$ cat src/rtl/keypad_scanner_if.sv
// Keypad scanner signal bundle: row sense inputs, column strobes and key report outputs.
// The scanner uses master; the keypad/consumer side uses slave.
interface keypad_scanner_if;
    logic [3:0] row;
    logic [3:0] col;
    logic [3:0] key_code;
    logic       key_valid;
    logic       key_held;

    modport master (
        input  row,
        output col,
        output key_code,
        output key_valid,
        output key_held
    );

    modport slave (
        output row,
        input  col,
        input  key_code,
        input  key_valid,
        input  key_held
    );
endinterface

$ cat src/rtl/keypad_scanner.sv
// 4x4 matrix keypad scanner: strobes columns, debounces whole-matrix snapshots and
// reports a single pressed key once per press via a one-cycle KEY_VALID pulse.
module keypad_scanner #(
    parameter int unsigned SCAN_DIV       = 1000,
    parameter int unsigned DEBOUNCE_SCANS = 4
) (
    input  logic              CLK,
    input  logic              RST_N,
    keypad_scanner_if.master  kp
);

    localparam logic [15:0] DivLast   = 16'(SCAN_DIV - 1);
    localparam logic [3:0]  DebTarget = 4'(DEBOUNCE_SCANS);

    typedef enum logic [1:0] {StIdle, StHeld, StRelease} state_t;

    logic [3:0]  row_meta_q, row_sync_q;
    logic [15:0] div_q;
    logic [1:0]  col_idx_q;
    logic [11:0] scan_q;        // columns 0..2; column 3 goes straight into the full scan
    logic [15:0] prev_scan_q;
    logic [3:0]  deb_cnt_q;
    state_t      state_q;
    logic [3:0]  key_code_q;
    logic        key_valid_q;
    logic        key_held_q;

    logic        sample;
    logic        scan_end;
    logic [15:0] full_scan;
    logic [3:0]  deb_cnt_d;
    logic        stable;
    logic        one_hot;
    logic [3:0]  key_idx;
    logic [15:0] held_mask;

    assign kp.col       = ~(4'b0001 << col_idx_q);
    assign kp.key_code  = key_code_q;
    assign kp.key_valid = key_valid_q;
    assign kp.key_held  = key_held_q;

    always_comb begin
        sample    = (div_q == DivLast);
        scan_end  = sample && (col_idx_q == 2'd3);
        full_scan = {~row_sync_q, scan_q};
        if (full_scan == prev_scan_q) begin
            deb_cnt_d = (deb_cnt_q >= DebTarget) ? DebTarget : deb_cnt_q + 4'd1;
        end else begin
            deb_cnt_d = 4'd1;
        end
        stable    = scan_end && (deb_cnt_d == DebTarget);
        one_hot   = (full_scan != 16'd0) && ((full_scan & (full_scan - 16'd1)) == 16'd0);
        key_idx   = 4'd0;
        for (int i = 0; i < 16; i++) begin
            if (full_scan[i]) begin
                key_idx = 4'(i);
            end
        end
        held_mask = 16'd1 << key_code_q;
    end

    // Row synchronizer; idle (pulled-up) value is all ones.
    always_ff @(posedge CLK or negedge RST_N) begin
        if (!RST_N) begin
            row_meta_q <= 4'hF;
            row_sync_q <= 4'hF;
        end else begin
            row_meta_q <= kp.row;
            row_sync_q <= row_meta_q;
        end
    end

    always_ff @(posedge CLK or negedge RST_N) begin
        if (!RST_N) begin
            div_q       <= 16'd0;
            col_idx_q   <= 2'd0;
            scan_q      <= 12'd0;
            prev_scan_q <= 16'd0;
            deb_cnt_q   <= 4'd0;
        end else begin
            if (sample) begin
                div_q     <= 16'd0;
                col_idx_q <= col_idx_q + 2'd1;
                case (col_idx_q)
                    2'd0:    scan_q[3:0]  <= ~row_sync_q;
                    2'd1:    scan_q[7:4]  <= ~row_sync_q;
                    2'd2:    scan_q[11:8] <= ~row_sync_q;
                    default: begin
                        prev_scan_q <= full_scan;
                        deb_cnt_q   <= deb_cnt_d;
                    end
                endcase
            end else begin
                div_q <= div_q + 16'd1;
            end
        end
    end

    always_ff @(posedge CLK or negedge RST_N) begin
        if (!RST_N) begin
            state_q     <= StIdle;
            key_code_q  <= 4'd0;
            key_valid_q <= 1'b0;
            key_held_q  <= 1'b0;
        end else begin
            key_valid_q <= 1'b0;
            case (state_q)
                StIdle: begin
                    if (stable && one_hot) begin
                        key_code_q  <= key_idx;
                        key_valid_q <= 1'b1;
                        key_held_q  <= 1'b1;
                        state_q     <= StHeld;
                    end
                end
                StHeld: begin
                    if (scan_end && (full_scan != held_mask)) begin
                        key_held_q <= 1'b0;
                        state_q    <= StRelease;
                    end
                end
                StRelease: begin
                    // Only a clean all-released snapshot re-arms reporting.
                    if (stable && (full_scan == 16'd0)) begin
                        state_q <= StIdle;
                    end
                end
                default: begin
                    key_held_q <= 1'b0;
                    state_q    <= StIdle;
                end
            endcase
        end
    end

endmodule

$ cat src/flat_wrapper.sv
// flat-port wrapper written by rule: the top's interface ports become plain ports
module keypad_scanner_flat 
#(
    parameter int unsigned SCAN_DIV       = 1000,
    parameter int unsigned DEBOUNCE_SCANS = 4
)
  (CLK, RST_N, kp_row, kp_col, kp_key_code, kp_key_valid, kp_key_held);
  keypad_scanner_if kp_i ();
  input  logic CLK;
  input  logic RST_N;
  input wire logic [$bits(kp_i.row)-1:0] kp_row;
  output wire logic [$bits(kp_i.col)-1:0] kp_col;
  output wire logic [$bits(kp_i.key_code)-1:0] kp_key_code;
  output wire logic [$bits(kp_i.key_valid)-1:0] kp_key_valid;
  output wire logic [$bits(kp_i.key_held)-1:0] kp_key_held;
  assign kp_i.row = kp_row;
  assign kp_col = kp_i.col;
  assign kp_key_code = kp_i.key_code;
  assign kp_key_valid = kp_i.key_valid;
  assign kp_key_held = kp_i.key_held;
  keypad_scanner #(.SCAN_DIV(SCAN_DIV), .DEBOUNCE_SCANS(DEBOUNCE_SCANS)) u_core (.CLK(CLK), .RST_N(RST_N), .kp(kp_i));
endmodule
$ cat config.mk
export PLATFORM = sky130hd
export DESIGN_NAME = keypad_scanner_flat
export DESIGN_NICKNAME = d
export VERILOG_FILES = /design/src/rtl/keypad_scanner_if.sv /design/src/rtl/keypad_scanner.sv /design/src/flat_wrapper.sv
export SDC_FILE = /design/constraint.sdc
export NUM_CORES = 1
export LEC_CHECK = 0
export CORE_MARGIN = 8
export CORE_UTILIZATION = 65
export DETAILED_ROUTE_END_ITERATION = 10
export GPL_TIMING_DRIVEN = 0
export HOLD_SLACK_MARGIN = 0.06
export PLACE_DENSITY = 0.91
export SLEW_MARGIN = 20
export SYNTH_ARGS = -nofsm -noshare
export SYNTH_HDL_FRONTEND = slang
export SYNTH_SLANG_ARGS = --single-unit
$ cat constraint.sdc
create_clock -name CLK -period 4.6 [get_ports CLK]
set_clock_uncertainty 0.05 [all_clocks]
set_input_delay 0.92 -clock CLK [delete_from_list [all_inputs] [get_ports CLK]]
set_output_delay 0.92 -clock CLK [all_outputs]
set_load 0.02 [all_outputs]
==> results.toml <==
[route]
vias = 3325
ant_nets = 0
wl_per_cell_um = 18.87
drc = 0
routed_via_density = 6.545
drt-pass1-iter-count = 7
drtIter0Drc = 430
wl_um = 9588

[clock_network]
clockBufferDepth = 2
cts_resized = 0
clk_latency_ns = 0.35
cts-hold-fix-buffers = 0
postCtsSetupRepairBufs = 0
clk_pin_slew_ns = 0.07
cts_tree = "built"
ctsHtreeMaxLevel = 3
cts_buffers = 9
cts.sinks = 66
root_buffer = "clkbuf_8"

[power_and_ir_drop]
peakVddDrop_mv = 0.2487
p_leak_nw = 1.808
p_per_area_nw_per_um2 = 281.7

[timing]
worst_pin_slew_ns = 0.8849
finalSetupTns_ns = 0
fin_crit_ns = 3.032
slew-limit-headroom_pct = 40.18
rsz0062_at_grt = "no"
setup_viol = 0
period_share_pct = 65.92
clock.fmax_mhz = 329.8
slew_violations = 0
hold_viol = 0

[yosys]
synth_top_area_share_pct = 39.38
synth_top_cell_by_area = "dfrtp_1"
yosysWarningCount = 0
synth_edf_count = 0
ys_ff_latch = 66
syn-num-nets = 416
async_reset_ff_share_pct = 100.0
yosys-top-cells-count = "dfrtp_1 (58), nand2_1 (58), o21ai_0 (33)"
netlist_area_um2 = 3686
synth_top_flop_cell = "dfrtp_1"
ys_seq_area_share_pct = 45.08
synth_area_leaders = "dfrtp_1 (39%), nand2_1 (5.9%), dfstp_2 (5.7%), xnor2_1 (5.0%), o21ai_0 (4.5%)"
netlist_instances = 404
ys_types = 58
post_synth.cell_area_avg_um2 = 9.124

[floorplan]
die_h_um = 91.31
core-area_um2 = 5507
io_pins = 16
fp.dieW_um = 91.31
start_util_pct = 66.94
rows = 27
dieArea_um2 = 8337

[status]
status = "completed"

[critical_path]
crit_fanout = 6
start_kind = "register"
worst_ep_required_time_ns = 4.78
worstPathArrival_ns = 3.22
critPathCaptureType = "register"
criticalPathCategory = "register to register"

[layout]
num-fill-cells = 371
seqCellArea_um2 = 1662
syn_to_final_growth_pct = 13.17
num_antenna_cells = 0
fin_util_pct = 75.76
nets = 443
multiInputGateArea_um2 = 1824
layout-drive-gt1-share_pct = 7.569

[global_routing]
grt_max_degree = 50
first_global_vias = 3301
overflow = 0
grtUsageTotal_pct = 23.85
grt_pass1_wl_um = 16030
antenna_found_initial = 0

[job]
cap_viol_max_count = 0

[placed_design]
port_buffers = 15
place_hpwl_um = 6471
gp_congestion = 0.9489

[min_path]
min_path_type = "register to register"
-- cell usage in the layout (no fill, tap or decap), drive strengths merged, types with 6 or more instances in the layout --
| cell type | instances |
|---|---|
| xor2 | 10 |
| clkdlybuf4s50 | 14 |
| nor2b | 6 |
| a21oi | 7 |
| xnor2 | 21 |
| ha | 6 |
| nor2 | 24 |
| dfstp | 8 |
| dfrtp | 58 |
| nand2 | 58 |
| o21ai | 33 |
| nand4 | 12 |
| and3 | 6 |
| nand3 | 15 |
| nor3 | 10 |
| inv | 21 |
| clkbuf | 37 |
-- through the flow --
step | instance area, um2 | instances | total power, mW | hold WS (ns) | worst slack [ns]
2_1_floorplan | 3686 | 404 | 0.6161 | 0.2952 | 2.016
3_3_place_gp | 3926 | 491 | 0.6378 | 0.2954 | 0.5404
3_5_place_dp | 3951 | 492 | 0.6419 | 0.2969 | 1.637
4_1_cts | 4172 | 508 | 1.177 | 0.3068 | 1.624
5_1_grt | 4172 | 508 | 1.208 | 0.3093 | 1.425
6_report | 4172 | 508 | 1.175 | 0.3089 | 1.568
-- where the power goes --
group,leakage [nW],switching (mW),internal (mW)
registers,0.880,0.00375,0.587
clock network,0.113,0.224,0.319
logic,0.814,0.0280,0.0139
-- cell families (layout without fill, tap and decap cells) --
family / after synthesis / after routing / share of synthesized area [%]
XOR/XNOR: 31 / 31 / 7.366
AND/OR/NAND/NOR: 167 / 167 / 24.14
buffers and inverters: 50 / 82 / 5.431
AO/OA/AOI/OAI: 76 / 76 / 13.68
adder cells (fa/ha/maj): 7 / 7 / 2.308
multiplexers: 7 / 7 / 2.003
flip-flops: 66 / 66 / 45.08
-- worst max-delay path, cell delays in order, from the launching register on --
cell and delay [ns]:
dfstp_2 0.51, clkbuf_1 0.37, xor2_1 0.19, nand4_1 0.13
or4_1 0.57, or3_1 0.45, nor3_4 0.28, mux2_2 0.37
-- layer usage --
| metal | track usage, % | vias up | routed length (um) |
|---|---|---|---|
| met5 | 0 | - | 0 |
| met4 | 11.87 | 0 | 370 |
| met3 | 7.654 | 60 | 924 |
| met2 | 36.28 | 219 | 4440 |
| met1 | 29.93 | 1564 | 3852 |
| li1 | - | 1482 | - |
-- area by class of cell --
cell class	instances	area share (%)
timing repair buffer	16	4.199
inverter	21	1.890
multi-input combinational	288	43.73
sequential	66	39.83
buffer	29	2.909
clock buffer	11	3.389
clock inverter	5	1.890
tap	72	2.160
-- sequential cells by signal, summed over array words and instances, names as in the netlist --
signal / count
u_core.col_idx_q: 2
u_core.scan_q: 12
u_core.kp.key_held: 1
u_core.kp.key_code: 4
u_core.row_meta_q: 4
u_core.deb_cnt_q: 4
u_core.state_q: 2
u_core.row_sync_q: 4
u_core.prev_scan_q: 16
u_core.kp.key_valid: 1
u_core.div_q: 16
-- path summary, 6_finish.rpt --
path / end / startpoint / slack, ns / cells past startpoint
setup / recovery: u_core.kp.key_code[0] / u_core.row_sync_q[3] / 1.57 / 7
hold / removal: u_core.row_sync_q[0] / u_core.row_meta_q[0] / 0.31 / 0
setup reg to reg: u_core.kp.key_code[0] / u_core.row_sync_q[3] / 1.57 / 7
hold reg to reg: u_core.row_sync_q[0] / u_core.row_meta_q[0] / 0.31 / 0
max in group asynchronous: u_core.row_meta_q[1] / RST_N / 3.54 / 2
min in group asynchronous: u_core.scan_q[1] / RST_N / 0.39 / 1
No activity file was read; power rests on OpenSTA's default activity.
